### src/rtl/batcharger_pkg.sv
// Shared types for the Li-po charge controller: state encoding, default widths
// and the state-to-mode-select decode used by the top level.
package batcharger_pkg;

    localparam int CW_DEF    = 8;
    localparam int TMR_W_DEF = 16;

    typedef enum logic [2:0] {
        ST_IDLE  = 3'd0,
        ST_TC    = 3'd1,
        ST_CC    = 3'd2,
        ST_CV    = 3'd3,
        ST_END   = 3'd4,
        ST_FAULT = 3'd5
    } state_e;

    // Returns {tc, cc, cv}; at most one bit is ever set.
    function automatic logic [2:0] sel_decode(input state_e s);
        case (s)
            ST_TC:   sel_decode = 3'b100;
            ST_CC:   sel_decode = 3'b010;
            ST_CV:   sel_decode = 3'b001;
            default: sel_decode = 3'b000;
        endcase
    endfunction

endpackage

### src/rtl/batcharger_debounce.sv
// Consecutive-cycle filter for one threshold comparison; with BATCHARGER_DEBOUNCE_EN
// the output asserts only after DEB_CYCLES true cycles, otherwise it passes raw_i through.
module batcharger_debounce #(
    parameter int DEB_CYCLES = 4
) (
    input  logic clk,
    input  logic rst,
    input  logic clr_i,
    input  logic raw_i,
    output logic ok_o
);

`ifdef BATCHARGER_DEBOUNCE_EN
    localparam int CNT_W = $clog2(DEB_CYCLES + 1);
    localparam logic [CNT_W-1:0] CNT_MAX = CNT_W'(DEB_CYCLES);

    logic [CNT_W-1:0] cnt_q, cnt_d;

    // A single false cycle or any state change restarts the count.
    always_comb begin
        cnt_d = cnt_q;
        if (clr_i || !raw_i) begin
            cnt_d = '0;
        end else if (cnt_q != CNT_MAX) begin
            cnt_d = cnt_q + 1'b1;
        end
    end

    always_ff @(posedge clk) begin
        if (rst) begin
            cnt_q <= '0;
        end else begin
            cnt_q <= cnt_d;
        end
    end

    assign ok_o = raw_i && (cnt_q == CNT_MAX);
`else
    logic unused_deb;
    assign unused_deb = ^{clk, rst, clr_i};
    assign ok_o = raw_i;
`endif

endmodule

### src/rtl/batcharger_controller.sv
// Charge-mode FSM (IDLE/TC/CC/CV/END/FAULT) driving the analogue tc/cc/cv selects
// and ADC monitor enables. Threshold debouncing is enabled by BATCHARGER_DEBOUNCE_EN.
module batcharger_controller
    import batcharger_pkg::*;
#(
    parameter int CW              = CW_DEF,
    parameter int TICK_DIV        = 1000,
    parameter int TMR_W           = TMR_W_DEF,
    parameter int RECHARGE_MARGIN = 8,
    parameter int DEB_CYCLES      = 4
) (
    input  logic             clk,
    input  logic             rst,
    input  logic             en,
    input  logic [CW-1:0]    vbat,
    input  logic [CW-1:0]    ibat,
    input  logic [CW-1:0]    vtbat,
    input  logic [CW-1:0]    vcutoff,
    input  logic [CW-1:0]    vpreset,
    input  logic [CW-1:0]    iend,
    input  logic [CW-1:0]    tempmin,
    input  logic [CW-1:0]    tempmax,
    input  logic [TMR_W-1:0] tmax,
    output logic             tc,
    output logic             cc,
    output logic             cv,
    output logic             vmonen,
    output logic             imonen,
    output logic             tmonen,
    output logic             done,
    output logic             fault
);

    localparam int CYC_W = (TICK_DIV > 1) ? $clog2(TICK_DIV) : 1;
    localparam logic [CYC_W-1:0] CYC_LAST = CYC_W'(TICK_DIV - 1);
    localparam logic [CW-1:0]    MARGIN   = CW'(RECHARGE_MARGIN);

    state_e           state_q, state_d;
    logic             en_q;
    logic [CYC_W-1:0] cyc_q, cyc_d;
    logic [TMR_W-1:0] tick_q, tick_d;

    logic          temp_ok;
    logic [CW-1:0] rchg_thr;
    logic          chg;
    logic          vcut_ok, vpre_ok, iend_ok, rchg_ok, tlost_ok, tback_ok;

    assign temp_ok  = (vtbat >= tempmin) && (vtbat <= tempmax);
    assign rchg_thr = (vpreset < MARGIN) ? '0 : (vpreset - MARGIN);
    assign chg      = (state_d != state_q);

    batcharger_debounce #(.DEB_CYCLES(DEB_CYCLES)) u_deb_vcut (
        .clk(clk), .rst(rst), .clr_i(chg), .raw_i(vbat >= vcutoff), .ok_o(vcut_ok));
    batcharger_debounce #(.DEB_CYCLES(DEB_CYCLES)) u_deb_vpre (
        .clk(clk), .rst(rst), .clr_i(chg), .raw_i(vbat >= vpreset), .ok_o(vpre_ok));
    batcharger_debounce #(.DEB_CYCLES(DEB_CYCLES)) u_deb_iend (
        .clk(clk), .rst(rst), .clr_i(chg), .raw_i(ibat <= iend), .ok_o(iend_ok));
    batcharger_debounce #(.DEB_CYCLES(DEB_CYCLES)) u_deb_rchg (
        .clk(clk), .rst(rst), .clr_i(chg), .raw_i(vbat < rchg_thr), .ok_o(rchg_ok));
    batcharger_debounce #(.DEB_CYCLES(DEB_CYCLES)) u_deb_tlost (
        .clk(clk), .rst(rst), .clr_i(chg), .raw_i(!temp_ok), .ok_o(tlost_ok));
    batcharger_debounce #(.DEB_CYCLES(DEB_CYCLES)) u_deb_tback (
        .clk(clk), .rst(rst), .clr_i(chg), .raw_i(temp_ok), .ok_o(tback_ok));

    // IDLE qualification uses raw comparisons; only in-charge advances are filtered.
    always_comb begin
        state_d = state_q;
        if (!en) begin
            state_d = ST_IDLE;
        end else if (state_q != ST_IDLE && tlost_ok) begin
            state_d = ST_FAULT;
        end else begin
            case (state_q)
                ST_IDLE: begin
                    if (temp_ok) begin
                        if (vbat < vcutoff)      state_d = ST_TC;
                        else if (vbat < vpreset) state_d = ST_CC;
                        else                     state_d = ST_END;
                    end
                end
                ST_TC:    if (vcut_ok) state_d = ST_CC;
                ST_CC:    if (vpre_ok) state_d = ST_CV;
                ST_CV:    if (iend_ok || (tick_q >= tmax)) state_d = ST_END;
                ST_END:   if (rchg_ok) state_d = ST_CC;
                ST_FAULT: if (tback_ok) state_d = ST_IDLE;
                default:  state_d = ST_IDLE;
            endcase
        end
    end

    // Timers run only in CV and sit at zero elsewhere, so CV entry always starts from 0.
    always_comb begin
        cyc_d  = cyc_q;
        tick_d = tick_q;
        if (state_q != ST_CV) begin
            cyc_d  = '0;
            tick_d = '0;
        end else if (cyc_q == CYC_LAST) begin
            cyc_d = '0;
            if (tick_q != '1) tick_d = tick_q + 1'b1;
        end else begin
            cyc_d = cyc_q + 1'b1;
        end
    end

    always_ff @(posedge clk) begin
        if (rst) begin
            state_q <= ST_IDLE;
            en_q    <= 1'b0;
            cyc_q   <= '0;
            tick_q  <= '0;
        end else begin
            state_q <= state_d;
            en_q    <= en;
            cyc_q   <= cyc_d;
            tick_q  <= tick_d;
        end
    end

    // en_q keeps tmonen a pure function of registered state, so reset clears it.
    assign {tc, cc, cv} = sel_decode(state_q);
    assign vmonen = (state_q == ST_TC) || (state_q == ST_CC) ||
                    (state_q == ST_CV) || (state_q == ST_END);
    assign imonen = (state_q == ST_CV);
    assign tmonen = (state_q != ST_IDLE) || en_q;
    assign done   = (state_q == ST_END);
    assign fault  = (state_q == ST_FAULT);

endmodule

### config.mk
export PLATFORM = sky130hd
export DESIGN_NAME = batcharger_controller
export DESIGN_NICKNAME = d
export VERILOG_FILES = /design/src/rtl/batcharger_pkg.sv /design/src/rtl/batcharger_debounce.sv /design/src/rtl/batcharger_controller.sv
export SDC_FILE = /design/constraint.sdc
export NUM_CORES = 1
export LEC_CHECK = 0
export CORE_MARGIN = 2
export CORE_UTILIZATION = 45
export DETAILED_ROUTE_END_ITERATION = 12
export DONT_BUFFER_PORTS = 1
export SLEW_MARGIN = 0
export SYNTH_ARGS = -nofsm -noshare
export SYNTH_HDL_FRONTEND = slang
export SYNTH_SLANG_ARGS = --single-unit
### constraint.sdc
create_clock -name clk -period 2.9 [get_ports clk]
set_input_delay 0.145 -clock clk [delete_from_list [all_inputs] [get_ports clk]]
set_output_delay 0.145 -clock clk [all_outputs]
set_load 0.02 [all_outputs]
# --- Yosys cells after proc, flatten, opt, wreduce, memory -nomap -nowiden ---
# Index checks and enable logic that the tools add are counted.
word_totals:
  word_cells: 68
  ram_bits: 0
  rom_bits: 0
  mem_count: 0
  latch_bits: 0
  output_inout_bits: 8
  in_bits: 83
  ff_bits: 30
classes:
  bitwise_logic: 1
  eq_ne: 20
  order_cmp: 10
  multipliers: 0
  mux: 12
  n_addsub: 3
  shift: 0
  n_div: 0
  n_reduce_logical: 17
ops:
  columns: ["op", "n"]
  rows:
  - ["2-to-1 mux 3 bit", 9]
  - ["greater-or-equal comparator 8 bit", 3]
  - ["< comparator 8 bit", 3]
  - ["one-hot mux 3 bit (6 select lines)", 1]
  - ["adder 16 x 1 -> 16 bit (second input constant)", 1]
  - ["greater-or-equal comparator 16 bit", 1]
  - ["<= comparator 8 bit", 2]
  - ["!= test 16 bit (second input constant)", 1]
  - ["AND reduction 6 bit", 2]
  - ["adder 10 x 1 -> 10 bit (second input constant)", 1]
  - ["== test 10 bit (second input constant)", 1]
  - ["!= test 2 x 1 -> 1 bit (second input constant)", 5]
  - ["!= test 3 x 1 -> 1 bit (second input constant)", 3]
  - ["!= test 3 x 2 -> 1 bit (second input constant)", 3]
  - ["one-hot mux 3 bit (3 select lines)", 1]
  - ["< comparator 8 x 4 -> 1 bit (second input constant)", 1]
  - ["2-to-1 mux 8 bit", 1]
  - ["subtractor 8 x 4 -> 8 bit (second input constant)", 1]
  - ["== test 3 x 2 -> 1 bit (second input constant)", 2]
  - ["== test 3 bit (second input constant)", 2]
  - ["OR reduction 3 bit", 2]
  - ["logical OR 1 bit", 5]
  - ["OR reduction 2 bit", 2]
  - ["== test 3 x 1 -> 1 bit (second input constant)", 1]
  - ["8 further kinds", 9]

# --- Longest topological paths before layout ---
# Gate-level depths: netlist of the first run.
depth:
  ltp_word: 6
  mapped_depth: 12
  ltp_nobuf: 12

# --- Modules after synthesis ---
# A second synthesis of the first run with hierarchy kept.
unflattened:
  cells_unflattened: 421
  area_unflattened_um2: 3263.1
modules_own_cells:
  columns: ["mod", "instances", "cells_each", "area_each_um2"]
  rows:
  - ["batcharger_controller", 1, 415, 3218.1]
  - ["batcharger_debounce", 6, 1, 7.5]

# --- Least setup slack after synthesis of the first run ---
# Ideal clock, no wire load.
synth_timing:
  path_type: "register -> register"
  from: "reg cyc_q[0]"
  to: "reg tick_q[15]"
  required_ns: 2.830
  arrival_time_ns: 2.212
  n_path_buf: 1
  setup_slack_ns: 0.617
  setup_time_ns: 0.070
  path_stages_with_launch: 8
  path_cell_list: "dfxtp_1 -> ha_1 -> nand2_1 -> or4_4 -> or4b_1 -> buf_2 -> or3_1 -> a21oi_1"
synth_between:
  elab_chain_cells: 2
synth_lines:
  columns: ["item", "line", "text"]
  rows:
  - ["start: declaration", "batcharger_controller.sv:40", "logic [CYC_W-1:0] cyc_q, cyc_d;"]
  - ["start signal: assignment", "batcharger_controller.sv:115", "cyc_q <= cyc_d;"]
  - ["== test 10 bit", "batcharger_controller.sv:98", "end else if (cyc_q == CYC_LAST) begin"]
  - ["AND reduction 2 bit (no line)", null, null]
  - ["end signal: assignment", "batcharger_controller.sv:116", "tick_q <= tick_d;"]
  - ["end: declaration", "batcharger_controller.sv:41", "logic [TMR_W-1:0] tick_q, tick_d;"]
# No other way between the ends.
# A chain may end at the register's enable or synchronous reset.

# --- Final worst setup path of the first run ---
layout_timing:
  from: "reg tick_q[7]"
  to: "reg state_q[2]"
layout_between:
  elab_chain_cells: 4
layout_lines:
  columns: ["item", "line", "text"]
  rows:
  - ["greater-or-equal comparator 16 bit", "batcharger_controller.sv:83", "ST_CV: if (iend_ok || (tick_q >= tmax)) state_d = ST_END;"]
  - ["logical OR 1 bit", "batcharger_controller.sv:83", null]
  - ["!= test 3 x 1 -> 1 bit (no line)", null, null]
  - ["AND reduction 6 bit (no line)", null, null]
  - ["end signal: assignment", "batcharger_controller.sv:113", "state_q <= state_d;"]
  - ["end: declaration", "batcharger_controller.sv:38", "state_e state_q, state_d;"]
# No other way between the ends.

==> results of run 1 <==
[area by class of cell]
cell class | instances | area [um2]
clock buffer | 7 | 86.3
clock inverter | 1 | 5.00
fill | 692 | 3410
inverter | 59 | 221
multi-input combinational | 305 | 2210
sequential | 30 | 601
tap | 80 | 100
timing repair buffer | 6 | 47.5
[sequential cells by signal, summed over array words and instances, names as in the netlist]
register  count
cyc_q        10
en_q          1
tick_q       16
state_q       3
[power by group through the flow]
stage	combinational [W]	clock (W)	sequential (W)
floorplan	0.000181	0	0.000426
global placement	0.000216	0	0.000432
detailed placement	0.000223	0	0.000432
CTS	0.000226	0.000354	0.000423
global route	0.000263	0.000372	0.000424
finish	0.000223	0.000347	0.000423
[worst max path at each step]
| stage | start | endpoint | cells after the start |
|---|---|---|---|
| after detailed placement | tick_q[7] | state_q[2] | 8 |
| after CTS | tick_q[7] | state_q[2] | 8 |
| after global placement | tick_q[7] | state_q[2] | 8 |
| after floorplan | cyc_q[0] | tick_q[15] | 7 |
| after global routing | tick_q[0] | state_q[1] | 9 |
| final | tick_q[7] | state_q[2] | 8 |
[worst max-delay path: cells and delay by family (launching register included)]
family | cells | cell delay, ns
adder cells (fa/ha/maj) | 1 | 0.31
AND/OR/NAND/NOR | 3 | 0.91
flip-flops | 1 | 0.36
AO/OA/AOI/OAI | 4 | 0.85
[per-stage QoR]
step / power (W) / area (um2) / cells / hold slack [ns]
after CTS: 0.00100 / 3270 / 488 / 0.0812
after floorplan: 0.000607 / 3060 / 401 / 0.258
after global routing: 0.00106 / 3270 / 488 / 0.0894
after global placement: 0.000649 / 3170 / 479 / 0.293
final: 0.000992 / 3270 / 488 / 0.0849
after detailed placement: 0.000656 / 3170 / 479 / 0.288
[cell usage after synthesis, types with 2 or more instances]
library cell  instances  area (um2)
and2_1                4        25.0
nor3_1                7        35.0
or4_1                 2        15.0
xor2_1               12         105
nor2b_1               5        31.3
nand2_1              23        86.3
inv_1                59         221
nor3b_1               4        30.0
and4_1                2        17.5
a21boi_0              3        22.5
or2_2                 2        12.5
o31a_1                2        17.5
a31oi_1               2        12.5
nor2_1               45         169
a211oi_1              3        22.5
clkbuf_1              6        22.5
o211ai_1              5        37.5
a21oi_1              28         140
ha_1                 66         826
dfxtp_1              30         601
a211o_1               2        17.5
nand2b_1              4        25.0
nand3_1              14        70.1
o21ai_0              18        90.1
or3_1                 5        31.3
nand4_1              15        93.8
xnor2_1               8        70.1
and3_1                3        18.8
mux2i_1               2        20.0
[routing by layer]
| metal | share of wire [%] | GRT usage [%] |
|---|---|---|
| met1 | 47 | 22.8 |
| met2 | 46 | 31.5 |
| met3 | 5.9 | 4.86 |
| met4 | 1.3 | 4.55 |
| met5 | 0 | 0 |
[cell usage in the layout, fill, tap and decap left out, types with 4 or more instances in the layout]
| master | n |
|---|---|
| o21ai_0 | 18 |
| nand2_1 | 23 |
| nand4_1 | 15 |
| clkbuf_8 | 6 |
| nor2b_1 | 5 |
| xor2_1 | 12 |
| or3_1 | 5 |
| buf_4 | 5 |
| nor3_1 | 7 |
| a21oi_1 | 28 |
| nand3_1 | 14 |
| o211ai_1 | 5 |
| and2_1 | 4 |
| inv_1 | 59 |
| nand2b_1 | 4 |
| nor3b_1 | 4 |
| ha_1 | 66 |
| nor2_1 | 45 |
| dfxtp_1 | 30 |
| xnor2_1 | 8 |
[kinds of logic (layout without fill, tap and decap cells)]
kind of cell / Yosys count / count (layout)
simple gates: 145 / 145
compound gates: 72 / 72
fa+ha+maj: 66 / 66
buf+inv: 66 / 73
flops: 30 / 30
xor+xnor: 20 / 20
mux: 2 / 2
[repair_timing]
action                                 4_1_cts  5_1_grt
hold buffers                                 1        0
endpoints found under the hold margin        1        0
setup endpoints to repair                    0        0
==> results by group, run 1 <==
Setup path
  – Worst r2r dst: state_q[2]
  – Critical path's slowest cell: or4_1
  – Worst r2r src: tick_q[7]
  – Register-to-Register Setup Slack: roughly 0.40 ns
  – CP Cell Sequence: ha_1 -> nand2_1 -> or3_1 -> or4_1 -> o311ai_0 -> o211ai_1 -> a211o_1 -> a31oi_1
  – CP Class: flip-flop to flip-flop
  – Critical Path Max Stage Delay: a little under 0.5 ns
  – Crit path required time: slightly above 3 ns
  – Crit Path Max Fanout: 5
  – Kind of start point of the critical path: flip-flop
  – Worst R2R Path Depth: 8
  – WP data arrival: ~2.7 ns
  – CP endpoint kind: flip-flop

Drt
  – Routed Antenna Nets: 0
  – WL per Instance: around 14 um
  – Post-Route WL: about 6600 um
  – Via density per instance: about 5.5
  – DR iter-0 viols: about 110
  – DRC Markers: 0
  – Total iterations of the first detailed-routing run: 4
  – Vias: 2,684

Logic synthesis
  – Main combinational cell family by area after synthesis: adder cells
  – Synth Area in Simple Gates: about a quarter
  – Synth Area per Inst: roughly 7.6 um2
  – Post-synthesis compound-gate area fraction: 14.3%
  – Syn Nets: 550
  – Synthesized flop and latch total: 30
  – Synthesized-area fraction occupied by adder cells: ~27%
  – Multiplexer share of the synthesized area: less than 1%
  – Post-synth EDFFs: 0
  – Seq/Total Area, Yosys: 19.6%
  – Cells after Synth: 401
  – Yosys cell types: 49
  – Top_reg_cell synth: dfxtp_1
  – Async set-reset flop share out of synthesis: 0%
  – Post-Syn Area: slightly above 3000 um2
  – Syn. warnings: 0
  – Post-Synth XOR/XNOR Area: 5.72%

Timing
  – FMAX: approximately 400 MHz
  – Setup Skew: between 0.007 and 0.008 ns
  – Final period util: between 80% and 90%
  – Final Max Slew Viols: 0
  – Slew margin rel.: roughly three fifths
  – Setup TNS Final: 0 ns
  – Setup violators final: 0
  – Slack of the critical path: about 0.40 ns
  – Hold Fails Final Rpt: 0
  – Worst slew pin tran: between 0.5 and 0.6 ns
  – RSZ-0062 raised after global routing: false
  – Min Tclk post-route: between 2 and 3 ns

Worst hold path
  – Hold Path Class: input port to flip-flop
  – Hold Path End: en_q
  – Hold path depth: 1
  – Hold Startpoint: en

Global routing
  – Gr ovfl total: 0
  – Gr usage total: a little under a fifth
  – Vias in the first global route: roughly 2,600
  – First-pass GRT wire length: ~11,000 um
  – Largest net degree at the start of global routing: 20
  – Initial antenna violation count: 0

Place
  – PortBufs: 0
  – Worst slack, placed: between 0.4 and 0.5 ns
  – Post-DP HPWL: 5630 um
  – GPL Wtd Cong: roughly 0.78

Layout
  – Antenna cells: 0
  – Layout Nets: 556
  – Area Overhead vs Synth: 6.91%
  – Finished Core Util: between 40% and 50%
  – Share of cells above drive strength 1: under 10%

Clock tree
  – H-tree Lvls: 2
  – Clock-pin transition on the worst setup and hold timing paths: approximately 0.070 ns
  – Clock latency on the worst-skew pair: 0.28 ns
  – Root Buffer Master: clkbuf_8
  – Post-CTS setup buffers: 0
  – CTS resizes: 0
  – Clock buffer depth: 2
  – CTS Buf Count: 5
  – CTS tree: done
  – Sink Count: 30

Pwr
  – Clock network fraction of design power: 34.9%
  – Sw Pwr: roughly 0.00029 W
  – Leak: ~1.5 nW
  – Gate power share: about 22%
  – Pwr dens: ~300 nW/um2
  – Internal: around 0.0007 W
  – Flop pwr share: 42.6%
  – Sw Share: approximately 29%
  – Max rail drop VDD: ~0.16 mV

Floorplanning
  – Die Height: slightly below 90 um
  – Initial Util: 45.8%
  – Die width: ~86 um
  – Die area: 7480 um2
  – I/O pins: slightly above 90
  – Rows: 30
  – Core Area: ~6700 um2

Run status
  – Outcome: finished clean

Job
  – # Max-Cap Violations: 0
No activity file was read; power rests on OpenSTA's default activity.
==> inputs of run 2 (changes only) <==
ABC_AREA = 1   (was default)
PLACE_DENSITY = 0.65   (was default)
==> run 2 against run 1 <==
Sequential cell count is the same. Clock power hardly changed. Register-to-register slack improved by 0.64 ns. First-iteration DRC count is 0.90% lower.
==> results by group, run 2 <==
Clock tree
  – Sink Count: 30
  – Clock-pin transition on the worst setup and hold timing paths: 0.06 ns
  – Root Buffer Master: clkbuf_8
  – CTS resizes: 0
  – H-tree Lvls: 2
  – Clock latency on the worst-skew pair: about 0.29 ns
  – Clock buffer depth: 2
  – CTS tree: done
  – Post-CTS setup buffers: 0
  – CTS Buf Count: 5

Timing
  – Setup Skew: 0.00532 ns
  – Final Max Slew Viols: 0
  – Setup violators final: 0
  – Setup TNS Final: 0 ns
  – Min Tclk post-route: 1.86 ns
  – Hold Fails Final Rpt: 0
  – Final period util: approximately 64%
  – Slew margin rel.: approximately 63%
  – FMAX: roughly 540 MHz
  – Worst slew pin tran: 0.547 ns
  – RSZ-0062 raised after global routing: false

Setup path
  – Worst R2R Path Depth: 16
  – Worst r2r dst: state_q[0]
  – WP data arrival: ~2.1 ns
  – CP endpoint kind: flip-flop
  – CP Class: flip-flop to flip-flop
  – Crit Path Max Fanout: 4
  – Worst r2r src: tick_q[0]
  – Register-to-Register Setup Slack: 1.04 ns
  – CP startpoint: tick_q[0]
  – Crit path required time: approximately 3.1 ns
  – Kind of start point of the critical path: flip-flop

Logic synthesis
  – Synth Area per Inst: 6.42 um2
  – Yosys top cell by area: ha_1
  – Post-Syn Area: around 3400 um2
  – Top post-synthesis cells by count: inv_1, nand2_1, ha_1
  – Async set-reset flop share out of synthesis: 0%
  – Top_reg_cell synth: dfxtp_1
  – Largest cells by area after synthesis: ha_1, dfxtp_1, inv_1, nand2_1, a21oi_1
  – Syn Nets: between 600 and 700
  – Yosys top cell area share: about 24%
  – Post-synth EDFFs: 0
  – Synthesized flop and latch total: 30
  – Syn. warnings: 0
  – Cells after Synth: 530
  – Yosys cell types: 34
  – Seq/Total Area, Yosys: 17.7%
  – Cell with the most instances after synthesis: inv_1

Global routing
  – Initial antenna violation count: 0
  – Largest net degree at the start of global routing: 12
  – Gr ovfl total: 0
  – Vias in the first global route: slightly below 3,000
  – First-pass GRT wire length: between 10,000 and 15,000 um
  – Gr usage total: 17.5%

Pwr
  – Leak: approximately 1.9 nW
  – Pwr dens: about 300 nW/um2
  – PnR Total Power: between 0.001 and 0.0015 W
  – Max rail drop VDD: roughly 0.14 mV

Floorplanning
  – Rows: 31
  – Die Height: approximately 91 um
  – Die area: roughly 8300 um2
  – I/O pins: between 90 and 100
  – Core Area: roughly 7300 um2
  – Initial Util: a little under half
  – Die width: between 90 and 100 um

Place
  – GPL Wtd Cong: slightly above 0.9
  – Post-DP HPWL: ~6000 um
  – PortBufs: 0

Job
  – # Max-Cap Violations: 0

Worst hold path
  – Hold Path End: en_q
  – Hold path depth: 2
  – Hold Startpoint: en
  – Hold Path Class: input port to flip-flop

Layout
  – Top flop regs: tick_q x16, cyc_q x10, state_q x3
  – Area Overhead vs Synth: 6.36%
  – Largest register FFs: 16
  – Reg with most FFs: tick_q
  – Most frequent cells in the layout: inv_1, nand2_1, ha_1
  – Share of cells above drive strength 1: approximately 6.0%
  – Commonest non-fill, non-tap cell in the layout: inv_1
  – Layout Nets: 685
  – Antenna cells: 0

Run status
  – Outcome: finished clean

Drt
  – Vias: between 3,000 and 4,000
  – DR iter-0 viols: between 100 and 150
  – DRC Markers: 0
  – Total iterations of the first detailed-routing run: 5
  – Via density per instance: approximately 4.9
  – Routed Antenna Nets: 0
  – Post-Route WL: roughly 7100 um
  – WL per Instance: ~11 um
==> run 2: through the flow <==
step                      util, %  setup slack [ns]  instance area [um2]  hold slack, ns  std cells
after floorplan                 -              1.10                 3400           0.239        530
after global placement       48.2             0.986                 3520           0.268        627
after detailed placement     48.2             0.914                 3520           0.263        627
after CTS                    49.6              1.02                 3620          0.0104        636
after global routing         49.6             0.874                 3620          0.0299        636
final                        49.6              1.04                 3620          0.0145        636
==> run 2: worst max path at each step <==
stage / to / cells past startpoint
after CTS: state_q[0] / 16
after detailed placement: state_q[0] / 16
after global placement: state_q[2] / 16
final: state_q[0] / 16
after global routing: state_q[1] / 17
after floorplan: state_q[2] / 16
==> run 2: final cells by class <==
cell class	instances	area (um2)
well taps	99	124
multi-input cells	380	2340
flip-flops and latches	30	601
clock buffers	7	86.3
fillers	780	3670
inverters	118	448
repair buffers	1	10.0
clock inverters	1	5.00
==> run 2: what timing repair did <==
item                       in CTS  in global routing
hold endpoints to repair        1                  0
setup endpoints to repair       0                  0
hold buffers                    1                  0
==> run 2: worst max-delay path: stages (launching register included) <==
cell and delay [ns]:
dfxtp_1 0.37, inv_1 0.12, ha_1 0.29, nand2_1 0.05
nand3_1 0.07, nand2_1 0.05, nand2_1 0.07, nand2_1 0.05
nand2_1 0.08, nand2_1 0.05, nand2_1 0.06, nand2_1 0.05
nand2_1 0.09, nand3_1 0.10, nand2_1 0.11, nand2_1 0.07
a21oi_1 0.11
==> run 2: routing by layer <==
layer | part of all wire (%) | global-route usage (%)
met1 | 50 | 22.9
met2 | 44 | 28.9
met3 | 4.6 | 4.40
met4 | 0.96 | 3.79
met5 | 0 | 0
==> run 2: cell families (layout without fill, tap and decap cells) <==
group | Yosys count | in the layout | share of synthesized area (%)
fa+ha+maj | 66 | 66 | 24.3
simple gates | 233 | 233 | 31.0
flops | 30 | 30 | 17.7
xor+xnor | 7 | 7 | 1.80
compound gates | 74 | 74 | 11.8
buf+inv | 120 | 127 | 13.4
==> run 2: report_power, final <==
group / switching, W / internal [W]
clock: 0.000155 / 0.000191
sequential: 0.00000748 / 0.000419
combinational: 0.000193 / 0.000117
total: 0.000355 / 0.000727
